$ cat config.mk
export PLATFORM = sky130hd
export DESIGN_NAME = pll_reset_sequencer
export DESIGN_NICKNAME = d
export VERILOG_FILES = /design/src/rtl/pll_reset_sequencer.sv
export SDC_FILE = /design/constraint.sdc
export NUM_CORES = 1
export LEC_CHECK = 0
export CAP_MARGIN = 20
export CORE_MARGIN = 5
export CORE_UTILIZATION = 45
export DETAILED_ROUTE_END_ITERATION = 8
export PLACE_DENSITY = 0.67
export SLEW_MARGIN = 20
export SYNTH_ARGS = -nofsm -noshare
export SYNTH_HDL_FRONTEND = slang
export SYNTH_SLANG_ARGS = --single-unit
$ cat constraint.sdc
create_clock -name refclk -period 2.4 [get_ports refclk]
set_input_delay 0.24 -clock refclk [delete_from_list [all_inputs] [get_ports refclk]]
set_output_delay 0.24 -clock refclk [all_outputs]
set_load 0.01 [all_outputs]
$ cat src/rtl/pll_reset_sequencer.sv
`default_nettype none
// ============================================================================
// Module      : pll_reset_sequencer
// Description : Reset and lock sequencer for the video/core PLL. Pulses the
//               PLL reset, waits for a synchronized lock, requires the lock
//               to stay up for LOCK_STABLE consecutive cycles, then releases
//               the core reset. Lock attempts that time out are retried, and
//               lock loss while running triggers a full resequence.
// Revision    : 1.0 - initial release
// ----------------------------------------------------------------------------
// Ports
//   refclk        in   reference clock (only clock)
//   rst           in   synchronous active-high reset
//   pll_locked    in   PLL lock indicator, asynchronous to refclk
//   relock_req    in   single-cycle request to force a relock (RUN only)
//   pll_rst       out  active-high reset to the PLL
//   core_rst      out  synchronous active-high reset for core logic
//   ready         out  high only in RUN
//   fault         out  high only in FAULT
//   relock_count  out  lock losses seen in RUN, saturating at 255
//   state         out  encoded FSM state (debug)
// ----------------------------------------------------------------------------
// Build option
//   PLLSEQ_FAULT_STOP_EN : when defined, MAX_RETRIES consecutive lock
//                          timeouts park the sequencer in FAULT until rst.
//                          When undefined, timeouts retry forever and fault
//                          is tied low.
// ============================================================================
module pll_reset_sequencer #(
    parameter int RST_CYCLES   = 16,
    parameter int LOCK_TIMEOUT = 65535,
    parameter int LOCK_STABLE  = 1024,
    parameter int MAX_RETRIES  = 3,
    parameter int CNT_W        = 16
) (
    input  logic       refclk,
    input  logic       rst,
    input  logic       pll_locked,
    input  logic       relock_req,
    output logic       pll_rst,
    output logic       core_rst,
    output logic       ready,
    output logic       fault,
    output logic [7:0] relock_count,
    output logic [2:0] state
);

    typedef enum logic [2:0] {
        ST_PLL_RST   = 3'd0,
        ST_WAIT_LOCK = 3'd1,
        ST_STABLE    = 3'd2,
        ST_RUN       = 3'd3,
        ST_FAULT     = 3'd4
    } state_t;

    // Terminal counts: the counter starts at 0 on entry to each state, so
    // the last cycle of an N-cycle interval is at count N-1.
    localparam logic [CNT_W-1:0] c_rst_last     = CNT_W'(RST_CYCLES - 1);
    localparam logic [CNT_W-1:0] c_timeout_last = CNT_W'(LOCK_TIMEOUT - 1);
    localparam logic [CNT_W-1:0] c_stable_last  = CNT_W'(LOCK_STABLE - 1);

    state_t             state_q, state_d;
    logic [CNT_W-1:0]   cnt_q, cnt_d;
    logic [1:0]         sync_q;
    logic [7:0]         rc_q, rc_d;
    logic               lk;

    // Two-flop synchronizer for the asynchronous lock indicator.
    always_ff @(posedge refclk) begin
        if (rst) begin
            sync_q <= 2'b00;
        end else begin
            sync_q <= {sync_q[0], pll_locked};
        end
    end

    assign lk = sync_q[1];

`ifdef PLLSEQ_FAULT_STOP_EN
    localparam logic [7:0] c_retry_last = 8'(MAX_RETRIES - 1);

    // Consecutive timeouts since the last successful entry into RUN.
    logic [7:0] attempts_q, attempts_d;

    always_ff @(posedge refclk) begin
        if (rst) begin
            attempts_q <= 8'd0;
        end else begin
            attempts_q <= attempts_d;
        end
    end
`else
    // Retry limit only matters when the fault stop is built in.
    logic w_unused_cfg;
    assign w_unused_cfg = (MAX_RETRIES != 0);
`endif

    always_ff @(posedge refclk) begin
        if (rst) begin
            state_q <= ST_PLL_RST;
            cnt_q   <= '0;
            rc_q    <= 8'd0;
        end else begin
            state_q <= state_d;
            cnt_q   <= cnt_d;
            rc_q    <= rc_d;
        end
    end

    always_comb begin
        state_d    = state_q;
        cnt_d      = cnt_q + 1'b1;
        rc_d       = rc_q;
`ifdef PLLSEQ_FAULT_STOP_EN
        attempts_d = attempts_q;
`endif
        case (state_q)
            ST_PLL_RST: begin
                if (cnt_q == c_rst_last) begin
                    state_d = ST_WAIT_LOCK;
                    cnt_d   = '0;
                end
            end
            ST_WAIT_LOCK: begin
                if (lk) begin
                    state_d = ST_STABLE;
                    cnt_d   = '0;
                end else if (cnt_q == c_timeout_last) begin
                    cnt_d   = '0;
`ifdef PLLSEQ_FAULT_STOP_EN
                    attempts_d = attempts_q + 8'd1;
                    state_d    = (attempts_q == c_retry_last) ? ST_FAULT : ST_PLL_RST;
`else
                    state_d = ST_PLL_RST;
`endif
                end
            end
            ST_STABLE: begin
                // Any dropout restarts the stability window from zero.
                if (!lk) begin
                    state_d = ST_WAIT_LOCK;
                    cnt_d   = '0;
                end else if (cnt_q == c_stable_last) begin
                    state_d = ST_RUN;
                    cnt_d   = '0;
`ifdef PLLSEQ_FAULT_STOP_EN
                    attempts_d = 8'd0;
`endif
                end
            end
            ST_RUN: begin
                cnt_d = '0;
                // Lock loss takes precedence over an explicit relock request
                // so a coincident request still gets counted as a loss.
                if (!lk) begin
                    state_d = ST_PLL_RST;
                    rc_d    = (rc_q == 8'hFF) ? rc_q : rc_q + 8'd1;
                end else if (relock_req) begin
                    state_d = ST_PLL_RST;
                end
            end
`ifdef PLLSEQ_FAULT_STOP_EN
            ST_FAULT: begin
                cnt_d = cnt_q;
            end
`endif
            default: begin
                state_d = ST_PLL_RST;
                cnt_d   = '0;
            end
        endcase
    end

    // Moore output decode of the registered state.
    always_comb begin
        pll_rst  = 1'b0;
        core_rst = 1'b1;
        ready    = 1'b0;
        fault    = 1'b0;
        case (state_q)
            ST_PLL_RST: pll_rst = 1'b1;
            ST_RUN: begin
                core_rst = 1'b0;
                ready    = 1'b1;
            end
`ifdef PLLSEQ_FAULT_STOP_EN
            ST_FAULT: begin
                pll_rst = 1'b1;
                fault   = 1'b1;
            end
`endif
            default: ;
        endcase
    end

    assign relock_count = rc_q;
    assign state        = state_q;

endmodule
`default_nettype wire

* Yosys cells after proc, flatten, opt, wreduce, memory -nomap -nowiden *
Index checks and enable logic that the tools add are counted.

cells by class
  $add $sub $neg = 2
  eq/ne operators = 11
  muxes and demuxes = 17
  bitwise logic cells = 2
  reductions and logical operators = 3

operators by type and width
  operator                 number
  $mux W16                 5
  $pmux W16 S3             1
  $mux W3                  7
  $add A16 B1 Y16 const B  1
  $eq A16 B10 Y1 const B   1
  $eq A16 B16 Y1 const B   1
  $eq A16 B4 Y1 const B    1
  $pmux W3 S4              1
  $ne A3 B3 Y1 const B     3
  $add A8 B1 Y8 const B    1
  $eq A8 B8 Y1 const B     1
  $eq A3 B2 Y1 const B     2
  $reduce_and A4 Y1        1
  $eq A3 B1 Y1 const B     1
  $logic_not A3 Y1         1
  $mux W1                  3
  $reduce_and A3 Y1        1
  $ne A2 B2 Y1 const B     1
  $not A1 Y1               2

storage, ports and cells
  bits in registers = 29
  output and inout bits = 15
  logic and storage cells = 39

* Longest topological paths before layout *
Gate-level depths: netlist of run 1.

  depth after elaboration = 4
  depth in mapped cells = 7

* Worst setup path after synthesis of run 1 *
Ideal clock, no wire load.

  kind = reg-to-reg
  from = register cnt_q[0]
  to = register cnt_q[0]
  arrival = 1,546 ps
  data required time = 2,278 ps
  slack = 732 ps
  cell stages (with the launch flop) = 8
  buffers on the path = 2
  clock period less this slack = 1,668 ps
  path through = dfxtp_1 -> ha_1 -> buf_4 -> nand3_1 -> nor4_4 -> a311o_2 -> buf_8 -> a31oi_1

between the ends
  cells in the longest elaborated chain, start to end = 4
  elaborated cells between the ends (all ways) = 10
  those cells by class = add/sub: 1; eq/ne: 3; mux: 6

RTL lines
  element                                        RTL line  text
  start: declaration                             63        logic [CNT_W-1:0] cnt_q, cnt_d;
  start signal: assignment                       105       cnt_q <= cnt_d;
  $add A16 B1 Y16, or another cell as far along  112       cnt_d = cnt_q + 1'b1;
  $mux W16, on equally long branches             143, 128
  $mux W16, on equally long branches             140, 125
  $pmux W16 S3 (*)                               117       case (state_q)

Mark *: on every way between the ends. The rest lies on a longest branch, timed or not.
A chain may end at the register's enable or synchronous reset.

* Final worst setup path of run 1 *
  from = register cnt_q[0]
  to = register cnt_q[13]

Same word-level chain as after synthesis.

==> implementation parameters, run 1 <==
Parameter                              Value

GRT
  Total global routing track utilization    14.52%
  Initial antenna violation count    0
  GR Overflow Total    0
  Global-route wire length before repair    5092 um
  Via count of the first global-routing pass    1112
  Pin count of the biggest net entering global routing    17

Setup path
  Data required time at the worst endpoint    2.62 ns
  Crit Path Category    reg2reg
  Endpoint kind of the worst setup timing path    flop
  Data arrival, critical path    2.17 ns
  Type of element launching the critical path    flop
  Critical path fanouts, max    16

Route
  Iteration count of the initial detailed-routing pass    4
  Number of DRC violations after detailed routing    0
  Via-to-Cell Ratio    5.621
  Number of vias in the routed layout    1186
  Antenna Violating Nets Remaining    0
  Average detailed-routed wire length per instance    14.00 um
  Number of design-rule violations left by the first detailed-router iteration    79
  DRT Wirelength    2954 um

Synth
  Avg Inst Size Synth    9.360 um2
  Number of register bits inferred by synthesis    28
  Part of the Yosys area used for sequential elements    38.89%
  Number of library cell types mapped by synthesis    42
  Share of synthesized registers carrying an async set or reset    0%
  Number of enable-type register cells in the synthesized netlist    0
  Warnings, synthesis    0
  Number of instances in the synthesized netlist    154
  Most frequently used flop master after synthesis    dfxtp_1
  Cell area after technology mapping    1441 um2

Placed design
  Post-detail-place hpwl    2159 um
  Number of port buffers    16
  Weighted congestion at the end of routability-driven global placement    0.7861

Layout
  Ant diodes    0
  Number of nets in the layout    175
  Synth-to-Final Area Change    13.28%
  Fraction of layout cells with a size suffix above 1    8.383%

Clocking
  Hold buffers post-CTS    0
  Clock slew seen by the registers of the worst setup and hold paths    0.15 ns
  Maximum clock insertion buffer count    2
  Clock root cell    clkbuf_4
  Clock latency of the later-clocked register in the worst-skew pair    0.33 ns
  CTS Sinks    28
  Post-CTS setup buffer count    0
  CTS tree    yes
  CTS H-tree lvls    1
  Number of buffers created by CTS    3
  Gates resized, CTS repair    0

Floorplan
  Die Ht    66.60 um
  Std-Cell Core Area    3053 um2
  FP Rows    20
  X dimension of the die    66.60 um
  Initial core utilization    47.21%
  Die footprint    4435 um2
  I/O pin total    19

STA
  Unrepaired setup endpoints after global routing    false
  Number of max-slew violations in the final report    0
  Final Hold Vio Count    0
  Final number of setup-violating endpoints    0
  Headroom to the max-slew limit    57.37%
  Setup TNS    0 ns
  Final worst path period need    1.956 ns
  Final clock period utilization by the worst path    81.51%
  Transition at the pin with the smallest max-transition slack    0.6233 ns
  Max Clk Rate    0.5112 GHz
  Skew final    0.009303 ns

Job
  Maxcap violations    0

Power and ir drop
  Pwr per Cell Area    449.8 nW/um2
  Total power of the final layout    0.7344 mW
  Leakage component of the power    0.5421 nW
  Worst VDD drop    0.2179 mV

Min path
  Hold crit path type    reg2reg

Status
  Status    completed
per-stage QoR:
step                      hold WS, ns  util (%)  instance area, um2  cells  worst slack (ns)
final                          0.4700     53.48                1633    211            0.4437
after global routing           0.4757     53.48                1633    211            0.3057
after CTS                      0.4661     53.48                1633    211            0.4503
after detailed placement       0.4527     52.30                1597    207            0.4617
after global placement         0.4373     52.30                1597    207            0.5404
after floorplan                0.3116         -                1445    155            0.7322
sequential cells by signal, indices dropped and copies added, names as in the netlist:
name,count
cnt_q,16
relock_count,8
state,2
sync_q,2
routing by layer:
metal | up-vias | track usage [%] | wire length [um]
met5 | - | 0 | 0
met4 | 0 | 2.538 | 20
met3 | 4 | 3.541 | 129
met2 | 23 | 24.50 | 1372
met1 | 561 | 18.85 | 1431
li1 | 598 | - | -
where the power goes:
part	internal [mW]	switching [mW]	total (mW)
clock	0.0929	0.134	0.227
combinational	0.0140	0.0160	0.0300
sequential	0.471	0.00655	0.478
total	0.578	0.156	0.734
path summary, 6_finish.rpt:
path / from / end / slack, ns / depth (start not counted)
worst min-delay path: sync_q[0] / sync_q[1] / 0.47 / 1
worst min register to register: sync_q[0] / sync_q[1] / 0.47 / 1
worst max register to register: cnt_q[0] / cnt_q[13] / 0.44 / 5
worst max-delay path: cnt_q[0] / cnt_q[13] / 0.44 / 5
cell type report:
type | instances | area [um2]
Clock buffer | 4 | 36.28
Fill cell | 306 | 1420
Inverter | 5 | 18.77
Multi-Input combinational cell | 112 | 787.0
Sequential cell | 28 | 560.5
Tap cell | 44 | 55.05
Timing Repair Buffer | 18 | 175.2
worst max-delay path, cell delays in order, from the launching register on:
cell	delay [ns]
dfxtp_1	0.43
ha_1	0.32
nand3_1	0.20
nor4_4	0.34
a311o_2	0.42
a32oi_1	0.14
logic make-up after synthesis:
| group | Yosys count | synth area share, % |
|---|---|---|
| fa+ha+maj | 3 | 2.604 |
| buf+inv | 15 | 6.771 |
| mux | 1 | 0.6945 |
| xor+xnor | 18 | 10.94 |
| other cells | 1 | 0.2602 |
| flops | 28 | 38.89 |
| compound gates | 32 | 15.97 |
| simple gates | 56 | 23.87 |
synth_stat cells (4+ instances only):
master,count,share of area (%)
inv_1,5,1.3
and4_1,4,2.4
dfxtp_1,28,39
xor2_1,12,7.3
a31oi_1,17,7.4
nor2_1,8,2.1
nand3_1,8,2.8
nand2_1,7,1.8
nand4_1,7,3.0
buf_4,4,2.1
xnor2_1,6,3.6
cell usage in the layout (no fill, tap or decap), drive strengths merged:
master and instances:
a31oi 17, conb 2, or2 2, or4 2, a211oi 1, and4 5, nand2 7, nand3b 2
nor2 8, or3 2, mux2i 1, nand4b 1, and3 3, a41oi 1, nor4 4, nand4 7
dfxtp 28, clkdlybuf4s50 16, a31o 1, o41ai 1, nand3 8, ha 3, a2111oi 3, clkbuf 4
buf 2, a21oi 3, and2 3, inv 5, xnor2 6, o21ai 2, nor2b 2, a32oi 1
xor2 12, a21bo 1, a311o 1
No activity file was read; power rests on OpenSTA's default activity.
==> inputs of run 2 (changes only) <==
- clock period: 2.4 -> 1.8 ns (I/O delays scaled with it)
==> run 2 against run 1 <==
Net effect: combinational power increased by 83%; highest routed layer unchanged; fmax rose by 15%; register-to-register slack lost 0.34 ns; via count up 5.6%.
==> implementation parameters, run 2 (synthesis results as in run 1) <==
Parameter                              Value

Setup path
  Critical path fanouts, max    8 (-8)
  Cell type group with the largest total delay on the critical path    simple AND/OR/NAND/NOR gates
  Crit Path Category    reg2reg
  Worst R2R Path Depth    5 (unchanged)
  Launch point of the worst path    cnt_q[11]
  Data required time at the worst endpoint    2.02 ns (-0.60 ns)
  Data arrival, critical path    1.92 ns (-0.25 ns)
  Worst flop-to-flop path startpoint    cnt_q[11]
  Endpoint kind of the worst setup timing path    flop
  Sequence of cells on the critical path    or4_4 -> nor4_4 -> buf_4 -> a31o_4 -> a31oi_1
  Worst-path cell with the longest stage delay    or4_4
  Maximum cell stage delay along the critical path    0.56 ns (+0.13 ns)
  Type of element launching the critical path    flop
  Crit path buf inv count    1 (+1)
  Number of cells on the critical path    5 (unchanged)

Clocking
  Hold buffers post-CTS    0 (unchanged)
  Maximum clock insertion buffer count    2 (unchanged)
  Clock slew seen by the registers of the worst setup and hold paths    0.15 ns (about the same)
  CTS Sinks    28 (unchanged)
  Clock latency of the later-clocked register in the worst-skew pair    0.33 ns (about the same)
  CTS H-tree lvls    1 (unchanged)
  Number of buffers created by CTS    3 (unchanged)
  Clock root cell    clkbuf_4
  CTS tree    yes

GRT
  Total global routing track utilization    15.27% (+0.75 points)
  Pin count of the biggest net entering global routing    17 (unchanged)
  GR Overflow Total    0 (unchanged)
  Initial antenna violation count    0 (unchanged)
  Via count of the first global-routing pass    1137 (+2.2%)
  Global-route wire length before repair    5313 um (+4.3%)

Route
  Average detailed-routed wire length per instance    14.31 um (+2.2%)
  Via-to-Cell Ratio    5.717 (+1.7%)
  Number of vias in the routed layout    1252 (+5.6%)
  Iteration count of the initial detailed-routing pass    4 (unchanged)
  Number of DRC violations after detailed routing    0 (unchanged)
  DRT Wirelength    3133 um (+6.1%)
  Number of design-rule violations left by the first detailed-router iteration    124 (+57%)
  Antenna Violating Nets Remaining    0 (unchanged)

Power and ir drop
  Pwr per Cell Area    627.9 nW/um2 (+40%)
  Worst VDD drop    0.3206 mV (+47%)
  Fraction of power spent switching nets    19.66% (-1.6 points)
  Leakage component of the power    0.6035 nW (+11%)
  Int Power    0.8804 mW (+52%)
  NetSw    0.2155 mW (+38%)
  Total power of the final layout    1.096 mW (+49%)
  Logic pwr share    5.0% (+0.9 points)
  Clock network power share    37.2% (+6.3 points)
  Fraction of power consumed by sequential logic    57.8% (-7.2 points)

Min path
  Hold crit path type    in2reg
  Cell depth of the worst min-delay path    2 (+1)
  Hold path start    pll_locked

Floorplan
  Die Ht    66.60 um (unchanged)
  X dimension of the die    66.60 um (unchanged)
  FP Rows    20 (unchanged)
  Std-Cell Core Area    3053 um2 (unchanged)
  Die footprint    4435 um2 (unchanged)
  I/O pin total    19 (unchanged)
  Initial core utilization    47.21% (unchanged)

STA
  Final Hold Vio Count    0 (unchanged)
  Final number of setup-violating endpoints    0 (unchanged)
  Worst hold margin    0.4145 ns (-0.05553 ns)
  Final worst path period need    1.696 ns (-0.2601 ns)
  Headroom to the max-slew limit    53.86% (-3.5 points)
  Transition at the pin with the smallest max-transition slack    0.6858 ns (+0.06250 ns)
  Unrepaired setup endpoints after global routing    false
  Max Clk Rate    0.5896 GHz (+15%)
  Number of max-slew violations in the final report    0 (unchanged)
  Skew final    0.003331 ns (-0.005973 ns)
  Final clock period utilization by the worst path    94.23% (+13 points)
  Setup TNS    0 ns (unchanged)

Status
  Status    completed

Layout
  Most frequent cells in the layout    dfxtp_1, a31oi_1, clkdlybuf4s50_1
  Fraction of layout cells with a size suffix above 1    13.71% (+5.3 points)
  Max FFs per register    16 (unchanged)
  Largest Register    cnt_q
  Ant diodes    0 (unchanged)
  Fill cell count    284 (-7.2%)
  Synth-to-Final Area Change    21.09%
  Non-filler cells, final    219 (+3.8%)
  Number of nets in the layout    183 (+4.6%)
  Most common library cell in the layout ignoring fill and taps    dfxtp_1

Placed design
  Weighted congestion at the end of routability-driven global placement    0.7927 (+0.84%)
  Number of port buffers    16 (unchanged)
  Dpl cells    213 (+2.9%)
  Post-detail-place hpwl    2189 um (+1.4%)

Job
  Maxcap violations    0 (unchanged)
==> run 2: cell types whose count changed in the layout (fill, tap and decap cells not counted), moves of 2 or more <==
cell / before / now
buf_4: 2 / 7
buf_12: 0 / 2
dfxtp_1: 28 / 26
dfxtp_2: 0 / 2
==> run 2: per-stage QoR <==
step / worst slack (ns) / utilization, % / instance area [um2]
global route: 0.003671 / 57.17 / 1745
CTS: 0.03691 / 55.94 / 1708
floorplan: 0.1322 / - / 1445
finish: 0.1039 / 57.17 / 1745
detailed placement: 0.07353 / 54.18 / 1654
global placement: 0.1247 / 54.18 / 1654
==> run 2: power by group through the flow <==
stage	logic, mW	registers, mW	clock network (mW)
6_report	0.0548	0.633	0.408
5_1_grt	0.0610	0.635	0.448
4_1_cts	0.0514	0.634	0.418
3_5_place_dp	0.0511	0.647	0
3_3_place_gp	0.0500	0.647	0
2_1_floorplan	0.0311	0.648	0
==> run 2: timing repair <==
item / 4_1_cts / 5_1_grt
gates resized for setup: 3 / 1
pin swaps: 0 / 2
setup endpoints to repair: 1 / 17
gates cloned: 0 / 1
buffers inserted: 0 / 1
==> run 2: per-layer routing <==
metal  share of wire (%)  GRT usage, %  vias to the layer above
met4                 1.6         5.330                        0
met2                  44         22.77                       50
met3                 7.2         3.373                        4
li1                    -             -                      614
met5                   0             0                        -
met1                  48         21.47                      584
==> run 2: final timing paths <==
check,endpoint,slack (ns)
worst max-delay path,cnt_q[6],0.10
worst min register to register,sync_q[1],0.47
worst max register to register,cnt_q[6],0.10
worst min-delay path,sync_q[0],0.41
==> run 2: area by class of cell <==
cell class	instances	area [um2]	share of cell area, %
flip-flops and latches	28	563.0	32.26
multi-input cells	113	804.5	46.09
clock buffers	3	22.52	1.290
repair buffers	25	251.5	14.41
clock inverters	1	30.03	1.720
inverters	5	18.77	1.075
well taps	44	55.05	3.154
